### src/rtl/serial_sub.sv
// Bit-serial two's-complement subtractor: diff = a - b over WIDTH cycles, LSB first.
// One full-subtractor cell and a registered borrow. Results stay on registered
// outputs until the next operation completes.
module serial_sub #(
  parameter int unsigned WIDTH = 8
) (
  input  logic             clk,
  input  logic             rst_n,
  input  logic             start,
  input  logic [WIDTH-1:0] a,
  input  logic [WIDTH-1:0] b,
  output logic             busy,
  output logic             done,
  output logic [WIDTH-1:0] diff,
  output logic             borrow_out,
  output logic             overflow
);

  localparam int unsigned CW = (WIDTH > 2) ? $clog2(WIDTH) : 1;

  typedef enum logic [1:0] {
    IDLE  = 2'd0,
    SHIFT = 2'd1,
    DONE  = 2'd2
  } state_t;

  state_t           state_q;
  logic [WIDTH-1:0] sa_q;
  logic [WIDTH-1:0] sb_q;
  logic [WIDTH-2:0] sr_q;
  logic             brw_q;
  logic [CW-1:0]    cnt_q;
  logic             a_msb_q;
  logic             b_msb_q;

  logic             bit_d;
  logic             brw_d;
  logic [WIDTH-1:0] sr_d;

  // Full-subtractor cell on the current LSBs; sr_d is the result shifted by one bit.
  always_comb begin
    bit_d = sa_q[0] ^ sb_q[0] ^ brw_q;
    brw_d = (~sa_q[0] & sb_q[0]) | (~(sa_q[0] ^ sb_q[0]) & brw_q);
    sr_d  = {bit_d, sr_q};
  end

  // Control FSM and serial datapath; outputs update only on completion or reset.
  always_ff @(posedge clk or negedge rst_n) begin
    if (!rst_n) begin
      state_q    <= IDLE;
      sa_q       <= '0;
      sb_q       <= '0;
      sr_q       <= '0;
      brw_q      <= 1'b0;
      cnt_q      <= '0;
      a_msb_q    <= 1'b0;
      b_msb_q    <= 1'b0;
      busy       <= 1'b0;
      done       <= 1'b0;
      diff       <= '0;
      borrow_out <= 1'b0;
      overflow   <= 1'b0;
    end else begin
      done <= 1'b0;
      case (state_q)
        IDLE: begin
          if (start) begin
            sa_q    <= a;
            sb_q    <= b;
            brw_q   <= 1'b0;
            cnt_q   <= '0;
            a_msb_q <= a[WIDTH-1];
            b_msb_q <= b[WIDTH-1];
            busy    <= 1'b1;
            state_q <= SHIFT;
          end
        end
        SHIFT: begin
          sa_q  <= sa_q >> 1;
          sb_q  <= sb_q >> 1;
          sr_q  <= sr_d[WIDTH-1:1];
          brw_q <= brw_d;
          cnt_q <= cnt_q + CW'(1);
          if (cnt_q == CW'(WIDTH - 1)) begin
            diff       <= sr_d;
            borrow_out <= brw_d;
            overflow   <= (a_msb_q ^ b_msb_q) & (bit_d ^ a_msb_q);
            done       <= 1'b1;
            state_q    <= DONE;
          end
        end
        DONE: begin
          busy    <= 1'b0;
          state_q <= IDLE;
        end
        default: begin
          busy    <= 1'b0;
          state_q <= IDLE;
        end
      endcase
    end
  end

endmodule
### config.mk
export PLATFORM = sky130hd
export DESIGN_NAME = serial_sub
export DESIGN_NICKNAME = d
export VERILOG_FILES = /design/src/rtl/serial_sub.sv
export SDC_FILE = /design/constraint.sdc
export NUM_CORES = 1
export LEC_CHECK = 0
export ABC_AREA = 0
export CORE_ASPECT_RATIO = 0.8
export CORE_UTILIZATION = 56
export DETAILED_ROUTE_END_ITERATION = 10
export PLACE_DENSITY = 0.84
export RECOVER_POWER = 50
export SETUP_SLACK_MARGIN = 0.2
export SYNTH_ARGS = -nofsm -noshare
export SYNTH_HDL_FRONTEND = slang
export SYNTH_SLANG_ARGS = --single-unit
export TNS_END_PERCENT = 10
### constraint.sdc
create_clock -name clk -period 2.66 [get_ports clk]
set_clock_uncertainty 0.05 [all_clocks]
set_input_delay 0.266 -clock clk [delete_from_list [all_inputs] [get_ports clk]]
set_output_delay 0.266 -clock clk [all_outputs]
set_load 0.05 [all_outputs]
==> run summary, run 1 <==
The run finished with clean final reports. The fraction of registers with async set/reset came out at 1.000. The final setup TNS came out at 0 ns. The final count of pins violating max slew is 0. The routed design could run at a clock period as short as 2.064 ns. The TritonCTS clock tree is built. The synthesis warning total came out at 0. The standard-cell row count came out at 18. In the global route stage, overall resource usage came out at 0.2354. The average cell area after synthesis came out at 11.24 µm². The width of the die came out at 65.75 µm. Clock-pin slew was measured on the worst setup and hold paths at 0.07 ns.

Measured along the y axis, the die boundary spans 53.00 µm. Summed over all nets, the half-perimeter wirelength after detailed placement is 2335 µm. The average routed wire per standard cell came out at 14.17 µm. The share of total power dissipated in the clock network is 0.136. The number of antenna violations at the first check in global routing came out at 0. The first-pass GRT wire length came out at 5796 µm. The synthesized area came out at 1820 µm².

Setup violations remaining at the end of the flow were counted as 0. The final antenna-violating net count came out at 0. The switching component of the power is 1.100 mW. The CTS buffer count came out at 5.

The effective utilization at floorplan is 0.5900. The cell internal power dissipation is 1.630 mW. The share of total power in combinational logic came out at 0.447. The post-synth net total is 184.

The number of design rule violations left after detail routing is 0. The global-route congestion overflow total is 0. The number of global-route vias before repair came out at 1,262. The cell total after placement came out at 226. From synthesis to final layout, the design area changed by 21.31%.

The proportion of total power due to net switching came out at 0.4030. The worst setup path startpoint is start. The final RePlAce weighted congestion is 0.7306. The path class of the tightest hold or removal check is input port to async pin. The most common library cell in the layout ignoring fill and taps is sky130_fd_sc_hd__dfrtp_1. The tree is rooted in a sky130_fd_sc_hd__clkbuf_8. The highest net fanout along the worst path came out at 33. The leakage power is 1.071 nW. Synthesis inferred 43 register bits. The number of instances resized during post-cts repair is 0. The utilization after layout is 0.7157.

Clock tree synthesis found a total of 43 sinks. Entering global routing, the biggest net connects 44 pins. The headroom to the max-slew limit is 0.2351. The floorplan core area came out at 3085 µm².

31 I/O pins were placed. The number of DRC markers in iteration 0 is 46. The maximum buffer depth of the clock tree is 2. The start of the worst register-to-register path is state_q[1]$_DFFE_PN0P_.

The critical path start-end classification is input port to flip-flop. STA classifies the critical path startpoint as an input port. The critical path required time is 2.72 ns.

The post-layout instance count excluding filler cells is 232. The die covers 3484 µm². The worst setup path is captured at a flip-flop. The top cell types in the final layout, fill and taps aside, are sky130_fd_sc_hd__dfrtp_1, sky130_fd_sc_hd__nand2_1, sky130_fd_sc_hd__clkdlybuf4s50_1.

The proportion of layout cells with a drive suffix above 1 is 0.09896. After clock tree synthesis, the flow added hold-fix buffers numbering 0. The number of antenna diodes came out at 0.

The number of buffers inserted to repair setup after CTS is 0. The slew of the pin with the lowest slew margin came out at 1.147 ns. IR analysis of the VDD net gives a maximum drop of 0.6628 mV.

The number of cells produced by synthesis is 162. Fill cells in the final layout number 207. At the later pin of the worst-skew pair, clock insertion delay measures 0.29 ns. The ratio of total power to cell area is 1237 nW/µm². The number of max-capacitance violations reported is 0. The count of buffers inserted at the top-level ports is 30. The total number of H-tree levels came out at 2. The count of different cell masters after synthesis is 23. Derived from the worst setup path, the maximum achievable clock frequency is 484.6 MHz.

The hold violation count in the final report is 0. The part of the cycle the worst path needs came out at 0.7758. After detailed routing, the total wire length is 3288 µm. The via-per-instance ratio came out at 5.414. The number of search-and-repair iterations in the first detailed-routing pass is 4. Among all flip-flop cells after synthesis, the most frequent one is sky130_fd_sc_hd__dfrtp_1. In this run, synthesis inferred 0 flip-flops with an integrated enable. At the worst endpoint, the arrival time is 2.13 ns. The portion of the post-synthesis area used by sequential elements came out at 0.5911.

The post-route worst hold slack came out at 0.05522 ns. The number of nets in the layout is 215. The sequential share of power came out at 0.417. Setup repair after global routing left no endpoint under its margin. The number of vias after detailed routing is 1,256. The total power came out at 2.731 mW.
==> routing by layer <==
layer | part of all wire | vias to the layer above | wire, µm | global-route usage
li1 | - | 597 | - | -
met5 | 0 | - | 0 | 0
met1 | 0.45 | 628 | 1476 | 0.2762
met2 | 0.49 | 26 | 1627 | 0.3929
met3 | 0.039 | 5 | 128 | 0.07974
met4 | 0.017 | 0 | 55 | 0.1051
==> synthesized netlist by cell type, types with 2 or more instances <==
library cell / instances / area [µm²]
sky130_fd_sc_hd__inv_1: 5 / 18.77
sky130_fd_sc_hd__ha_1: 2 / 25.02
sky130_fd_sc_hd__buf_4: 2 / 15.01
sky130_fd_sc_hd__mux2_2: 10 / 112.6
sky130_fd_sc_hd__dfrtp_1: 43 / 1076
sky130_fd_sc_hd__a22o_1: 2 / 17.52
sky130_fd_sc_hd__nor2b_1: 5 / 31.28
sky130_fd_sc_hd__buf_2: 3 / 15.01
sky130_fd_sc_hd__o21ai_0: 19 / 95.09
sky130_fd_sc_hd__nand2_1: 41 / 153.9
sky130_fd_sc_hd__a21oi_1: 5 / 25.02
sky130_fd_sc_hd__mux2i_1: 14 / 140.1
==> worst max-delay path, stage by stage <==
cell and delay (ns):
sky130_fd_sc_hd__dlygate4sd3_1 0.61, sky130_fd_sc_hd__o21bai_2 0.13, sky130_fd_sc_hd__clkbuf_1 0.86, sky130_fd_sc_hd__o21ai_0 0.26
==> worst paths after layout <==
kind	depth (start not counted)	endpoint	slack [ns]
max in group asynchronous	1	sa_q[6]$_DFFE_PN0P_	1.94
min in group clk	2	sa_q[3]$_DFFE_PN0P_	0.44
min reg2reg	2	sa_q[3]$_DFFE_PN0P_	0.44
min	1	sr_q[5]$_DFFE_PN0P_	0.06
max reg2reg	3	sb_q[0]$_DFFE_PN0P_	0.62
max	4	sb_q[0]$_DFFE_PN0P_	0.60
==> area by class of cell <==
cell class / instances / area [µm²] / share of cell area
multi-input combinational: 106 / 671.9 / 0.3042
clock buffer: 6 / 72.57 / 0.03286
sequential: 43 / 1076 / 0.4873
timing repair buffer: 32 / 319.1 / 0.1445
inverter: 5 / 18.77 / 0.008499
tap: 40 / 50.05 / 0.02266
==> power groups by stage <==
| stage | clock network, mW | logic, mW | registers [mW] |
|---|---|---|---|
| after global placement | 0 | 1.18 | 1.12 |
| final | 0.372 | 1.22 | 1.14 |
| after floorplan | 0 | 0.644 | 1.37 |
| after global routing | 0.407 | 1.35 | 1.17 |
| after detailed placement | 0 | 1.24 | 1.15 |
| after CTS | 0.382 | 1.24 | 1.13 |
==> sequential cells by signal, summed over array words and instances (netlist names) <==
| signal | count |
|---|---|
| borrow_out | 1 |
| brw_q | 1 |
| done | 1 |
| cnt_q | 3 |
| a_msb_q | 1 |
| diff | 8 |
| b_msb_q | 1 |
| busy | 1 |
| sr_q | 7 |
| sa_q | 8 |
| state_q | 2 |
| overflow | 1 |
| sb_q | 8 |
==> cell families (layout without fill, tap and decap cells) <==
group,after synthesis,count (layout),synth area share
AO/OA/AOI/OAI,28,28,0.08247
adder cells (fa/ha/maj),3,3,0.02474
buffers and inverters,13,43,0.04329
flip-flops,43,43,0.5911
multiplexers,24,24,0.1388
AND/OR/NAND/NOR,51,51,0.1196
==> through the flow <==
stage	area [µm²]	setup WS, ns
final	2208	0.5963
after global routing	2208	0.3651
after CTS	2212	0.8214
after detailed placement	2140	0.8223
after global placement	2140	0.9029
after floorplan	1821	1.063
Power figures use the tool's default switching activity.
==> inputs of run 2 (changes only) <==
- CORE_UTILIZATION: 56 -> 52
- PLACE_DENSITY: 0.84 -> 0.79
- clock period: 2.66 -> 2 ns (I/O delays scaled with it)
==> run 2 against run 1 <==
Count of clock-buffer cells in the layout is 1 lower. Sequential share of layout area is 0.89 points lower. Utilization is 1.2 points lower.
==> run summary, run 2 (synthesized netlist as in run 1, its figures left out) <==
The flow ran to the end, and the final reports show no timing, DRC or antenna violations. STA classifies the critical path startpoint as a flip-flop. Data on the critical path arrives at its endpoint at 1.46 ns. The CTS sink count is 43. The part of the cycle the worst path needs came out at 0.8532.

The leakage power is 1.090 nW. The share of total power dissipated in sequential elements is 0.410. The number of DRC markers in iteration 0 came out at 58.

The cell internal power dissipation is 2.177 mW. Setup violations remaining at the end of the flow were counted as 0. The number of search-and-repair iterations in the first detailed-routing pass came out at 4.

The area growth from synthesis to layout is 23.57%. Buffers inserted during clock tree synthesis total 5. The floorplan step set the die height to 54.92 µm.

The worst setup path is of the flip-flop to primary output kind. The worst IR drop on VDD came out at 0.8725 mV. TritonCTS built the clock tree. The switching component of the power came out at 1.480 mW. The clock transition time at the flip-flop clock pins of the worst setup and hold paths came out at 0.08 ns. The maximum operating frequency came out at 586.0 MHz. The standard-cell row count is 18. The number of buffers and inverters on the critical path is 1. Setup repair after global routing left no endpoint under its margin.

Counting along the longest clock path gives a buffer depth of 2. The proportion of layout cells with a drive suffix above 1 came out at 0.1307. The final setup TNS is 0 ns.

The number of max-capacitance violations reported came out at 0. Once placement finished, the instance area stood at 2157 µm². The ratio of total power to cell area came out at 1626 nW/µm².

The finished layout holds 239 standard cells, fillers aside. The post-route worst hold slack is 0.4334 ns. The hold violation count in the final report was 0.

The average routed wire per standard cell is 14.24 µm. The region available for standard cell placement spans 3198 µm². The first-pass GRT wire length came out at 5823 µm. The worst pin sits at a relative slew slack of 0.2304. The critical path's slowest cell is sky130_fd_sc_hd__clkdlybuf4s50_1. The power share of the clock group is 0.149. Among cell families on the critical path, the largest total delay comes from buffers and inverters. The number of vias after detailed routing came out at 1,207.

Dividing the detail-routed via count by the number of cells gives 5.050. The cell total after placement is 230. The signal on the critical path passes through clkdlybuf4s50_1.

Leaving out fill and tap cells, the most frequent cells in the layout are sky130_fd_sc_hd__dfrtp_1, sky130_fd_sc_hd__nand2_1, sky130_fd_sc_hd__clkdlybuf4s50_1. The largest net degree at the start of global routing is 34. The share of total power in combinational logic came out at 0.441. The sum of routed wire length over all layers came out at 3404 µm. The sum of net half-perimeters after detailed placement came out at 2437 µm.

The final count of pins violating max slew is 0. The internal reg-to-reg setup slack came out at 0.39 ns. The number of I/O pins came out at 31. The proportion of total power due to net switching is 0.4048.

The final RePlAce weighted congestion came out at 0.7146. The die covers 3743 µm². The worst-skew pair later-pin latency is 0.29 ns. Summing all non-filler instances in the final layout gives an area of 2250 µm².

The global routing usage summed across all routing layers came out at 0.2245. The tree is rooted in a sky130_fd_sc_hd__clkbuf_8. The slew of the pin with the lowest slew margin is 1.154 ns. The die is 68.15 µm wide. The H-tree was split into 2 levels.

The number of antenna violations at the first check in global routing is 0. The smallest clock period supported by the final layout is computed as 1.706 ns. The highest net fanout along the worst path is 2.

After global routing the overflow that remains totals 0. The number of global-route vias before repair is 1,245. In this run the remaining antenna-violating nets after routing total 0. The path category of the worst min-delay check is flip-flop to flip-flop. The critical path required time is 1.75 ns. In this design, the stage delay of the slowest critical-path cell is 0.80 ns. The number of buffers inserted to repair setup after CTS came out at 0. The number of design rule violations left after detail routing is 0. The most common library cell in the layout ignoring fill and taps is sky130_fd_sc_hd__dfrtp_1. In the final layout, the registers with the most flip-flops are diff: 8 flops, sa_q: 8 flops, sb_q: 8 flops. The effective utilization at floorplan is 0.5692. The number of antenna diodes is 0.

The count of buffers inserted at the top-level ports is 30. The type of destination of the critical path is a primary output. The number of nets in the layout is 220.
## run 2: metal layers
metal,global-route usage,up-vias,wire length [µm]
met2,0.3595,20,1643
met1,0.2855,580,1614
li1,-,605,-
met5,0,-,0
met4,0.08333,0,25
met3,0.07377,2,120
## run 2: final timing paths
path | start | endpoint | cells after the start
max reg2reg | cnt_q[0]$_DFFE_PN0P_ | diff[7]$_DFFE_PN0P_ | 5
min reg2reg | sa_q[4]$_DFFE_PN0P_ | sa_q[4]$_DFFE_PN0P_ | 2
min in group asynchronous | rst_n | sb_q[4]$_DFFE_PN0P_ | 2
min | sa_q[4]$_DFFE_PN0P_ | sa_q[4]$_DFFE_PN0P_ | 2
max | borrow_out$_DFFE_PN0P_ | borrow_out | 1
max in group asynchronous | rst_n | sr_q[4]$_DFFE_PN0P_ | 3
## run 2: cell type report
cell class,count,area [µm²]
timing repair buffer,37,344.1
clock inverter,3,20.02
multi-input combinational,106,671.9
sequential,43,1076
fill,222,948.4
tap,40,50.05
clock buffer,5,68.82
inverter,5,18.77
## run 2: tightest hold or removal path, cell delays in order, from the launching register on
cell and delay, ns:
sky130_fd_sc_hd__dfrtp_1 0.35, sky130_fd_sc_hd__nand2_1 0.04, sky130_fd_sc_hd__o21ai_0 0.06
## run 2: per-stage QoR
stage	util	setup slack (ns)	power (mW)
2_1_floorplan	-	0.4026	2.677
4_1_cts	0.7054	0.2748	3.694
3_5_place_dp	0.6745	0.2927	3.147
5_1_grt	0.7034	0.1366	3.933
3_3_place_gp	0.6745	0.3820	3.061
6_report	0.7034	0.2935	3.657
## run 2: power by group through the flow
stage	logic, mW	registers [mW]	clock network, mW
finish	1.61	1.50	0.544
global route	1.78	1.55	0.600
CTS	1.64	1.50	0.555
detailed placement	1.63	1.52	0
global placement	1.57	1.49	0
floorplan	0.856	1.82	0
## run 2: timing repair
item                       4_1_cts  5_1_grt
hold endpoints to repair        21        0
resized for setup                0        0
setup endpoints to repair        0        0
hold buffers                     1        0
==> inputs of run 3 (changes only) <==
- CAP_MARGIN: not set -> 40
- GPL_TIMING_DRIVEN: not set -> 0
==> run 3 against run 2 <==
Routed wire length grew 1.9%. Worst setup slack lost 0.0015 ns. Die area is the same.
==> run summary, run 3 (synthesized netlist as in run 1, its figures left out) <==
For this design the top-level I/O count stands at 31. The share of total power in combinational logic is 0.447. The TritonCTS clock tree is built. The switching component of the power is 1.487 mW.

The via-per-instance ratio came out at 5.222. Setup repair after global routing left no endpoint under its margin. The number of antenna violations at the first check in global routing is 0.

Port buffering added 30 buffers. The routed design has 3470 µm of wire. The core region is 3198 µm². The worst IR drop on VDD is 0.9175 mV. Walking the worst path, the cells encountered are clkdlybuf4s50_1.

The kind of cell adding the most delay to the critical path is buffers and inverters. The critical path in this run is classified as flip-flop to primary output. In this run, post-CTS repair resized a total of 0 instances. The critical path's slowest cell is sky130_fd_sc_hd__clkdlybuf4s50_1. The worst-skew pair later-pin latency is 0.29 ns. The number of buffer and inverter instances along the worst setup path came out at 1. The total of endpoints with negative setup slack in the final report came out at 0. The final count of pins violating max slew came out at 0. The largest registers in the layout are diff: 8 flops, sa_q: 8 flops, sb_q: 8 flops.

The die is 68.15 µm wide. The proportion of total power due to net switching came out at 0.3934. The first-pass GRT wire length is 5796 µm. The average routed wire per standard cell came out at 14.28 µm. The sum of net half-perimeters after detailed placement is 2563 µm. Across all setup checks in the final design, the least slack found is 0.2920 ns. The final setup TNS is 0 ns. The most critical setup path has its startpoint at busy$_DFFE_PN0P_. The total power is 3.778 mW. The startpoint type of the worst setup path is a flip-flop. Global routing finished with a remaining overflow of 0. The final RePlAce weighted congestion came out at 0.7440. The number of fill cells came out at 236.

In this run the power density over the cells is 1642 nW/µm². The hold violation count in the final report is 0. Leaving out fill and tap cells, the most frequent cell in the layout is sky130_fd_sc_hd__dfrtp_1. The highest net fanout along the worst path is 2. At the worst endpoint, the required time is 1.75 ns. The peak per-stage delay on the critical path came out at 0.80 ns. The pre-CTS setup slack is 0.2013 ns. The path category of the worst min-delay check is flip-flop to flip-flop. The effective utilization at floorplan came out at 0.5692.

The area growth from synthesis to layout is 26.39%. Once detail routing completed, the nets flagged for antenna violations numbered 0. The standard-cell row count is 18. The run finished with clean final reports. The maximum operating frequency is 585.5 MHz. The number of design rule violations left after detail routing is 0.

Across all layers, the routed design uses 1,269 vias. The clock transition time at the flip-flop clock pins of the worst setup and hold paths is 0.08 ns. The cell internal power dissipation is 2.292 mW.

The post-route worst hold slack is 0.4401 ns. The total die area is 3743 µm². The number of global-route vias before repair came out at 1,326. The part of the cycle the worst path needs came out at 0.8540. The number of search-and-repair iterations in the first detailed-routing pass is 4.

The time the final worst path needs with I/O delays and setup came out at 1.708 ns. The number of DRC markers in iteration 0 is 75. The number of max-capacitance violations reported is 0. The power share of the clock group is 0.155. The CTS sink count is 43. The maximum buffer depth of the clock tree is 2.

At the pin with the least slew margin, the transition time is 0.9517 ns. The vertical die dimension came out at 54.92 µm. The global routing usage summed across all routing layers came out at 0.2219. The headroom to the max-slew limit came out at 0.3656. The critical path data arrival time came out at 1.46 ns. The library cells used most frequently in the layout, excluding fill and tap cells, are sky130_fd_sc_hd__dfrtp_1, sky130_fd_sc_hd__nand2_1, sky130_fd_sc_hd__clkdlybuf4s50_1.

The sequential share of power came out at 0.398. The tree is rooted in a sky130_fd_sc_hd__clkbuf_8. The analysis attributes to cell leakage a power of 1.117 nW.

In the final layout, the share of cells above drive strength 1 is 0.1232. Entering global routing, the biggest net connects 28 pins. The H-tree was split into 2 levels. The number of nets in the layout is 224. The worst register-to-register path begins at cnt_q[0]$_DFFE_PN0P_. The type of destination of the critical path is a primary output. The number of antenna diodes is 0. Clock tree synthesis inserted a total of 5 buffers. The worst hold path begins at sr_q[0]$_DFFE_PN0P_.
-- run 3: cell count changes in the layout (fill, tap and decap cells not counted), sizes merged --
cell / change
clkdlybuf4s50: -1
clkinvlp: -2
dlygate4sd3: +1
buf: +4
clkinv: -1
clkbuf: +3
-- run 3: worst paths after layout --
check / endpoint / slack (ns) / depth (start not counted)
worst max-delay path: busy / 0.29 / 1
worst min-delay path: sr_q[0]$_DFFE_PN0P_ / 0.44 / 2
worst min register to register: sr_q[0]$_DFFE_PN0P_ / 0.44 / 2
max in group asynchronous: diff[4]$_DFFE_PN0P_ / 0.73 / 3
worst max register to register: diff[3]$_DFFE_PN0P_ / 0.40 / 5
min in group asynchronous: sb_q[4]$_DFFE_PN0P_ / 0.52 / 2
-- run 3: per-stage QoR --
stage | utilization | instance area [µm²] | instances
3_5_place_dp | 0.6835 | 2186 | 233
5_1_grt | 0.7195 | 2301 | 243
6_report | 0.7195 | 2301 | 243
4_1_cts | 0.7179 | 2296 | 242
2_1_floorplan | - | 1821 | 162
3_3_place_gp | 0.6788 | 2171 | 232
-- run 3: final cells by class --
class	count	area [µm²]	share of cell area
Buffer	8	58.81	0.02556
Clock buffer	8	100.1	0.04350
Inverter	5	18.77	0.008157
Multi-Input combinational cell	106	665.6	0.2893
Sequential cell	43	1076	0.4676
Tap cell	40	50.05	0.02175
Timing Repair Buffer	33	331.6	0.1441
-- run 3: layer usage --
| layer | track usage | wire (µm) |
|---|---|---|
| met3 | 0.04918 | 121 |
| met4 | 0.08333 | 40 |
| met1 | 0.2773 | 1586 |
| met5 | 0 | 0 |
| met2 | 0.3807 | 1721 |
-- run 3: what timing repair did --
item	in CTS	in global routing
hold endpoints to repair	16	0
hold buffers	1	0
buffers inserted	0	1
endpoints found under the setup margin	0	4
-- run 3: power groups by stage --
stage	logic, mW	registers, mW	clock network, mW
floorplan	0.856	1.82	0
global placement	1.63	1.48	0
detailed placement	1.70	1.52	0
CTS	1.71	1.50	0.605
global route	1.87	1.55	0.643
finish	1.69	1.50	0.585
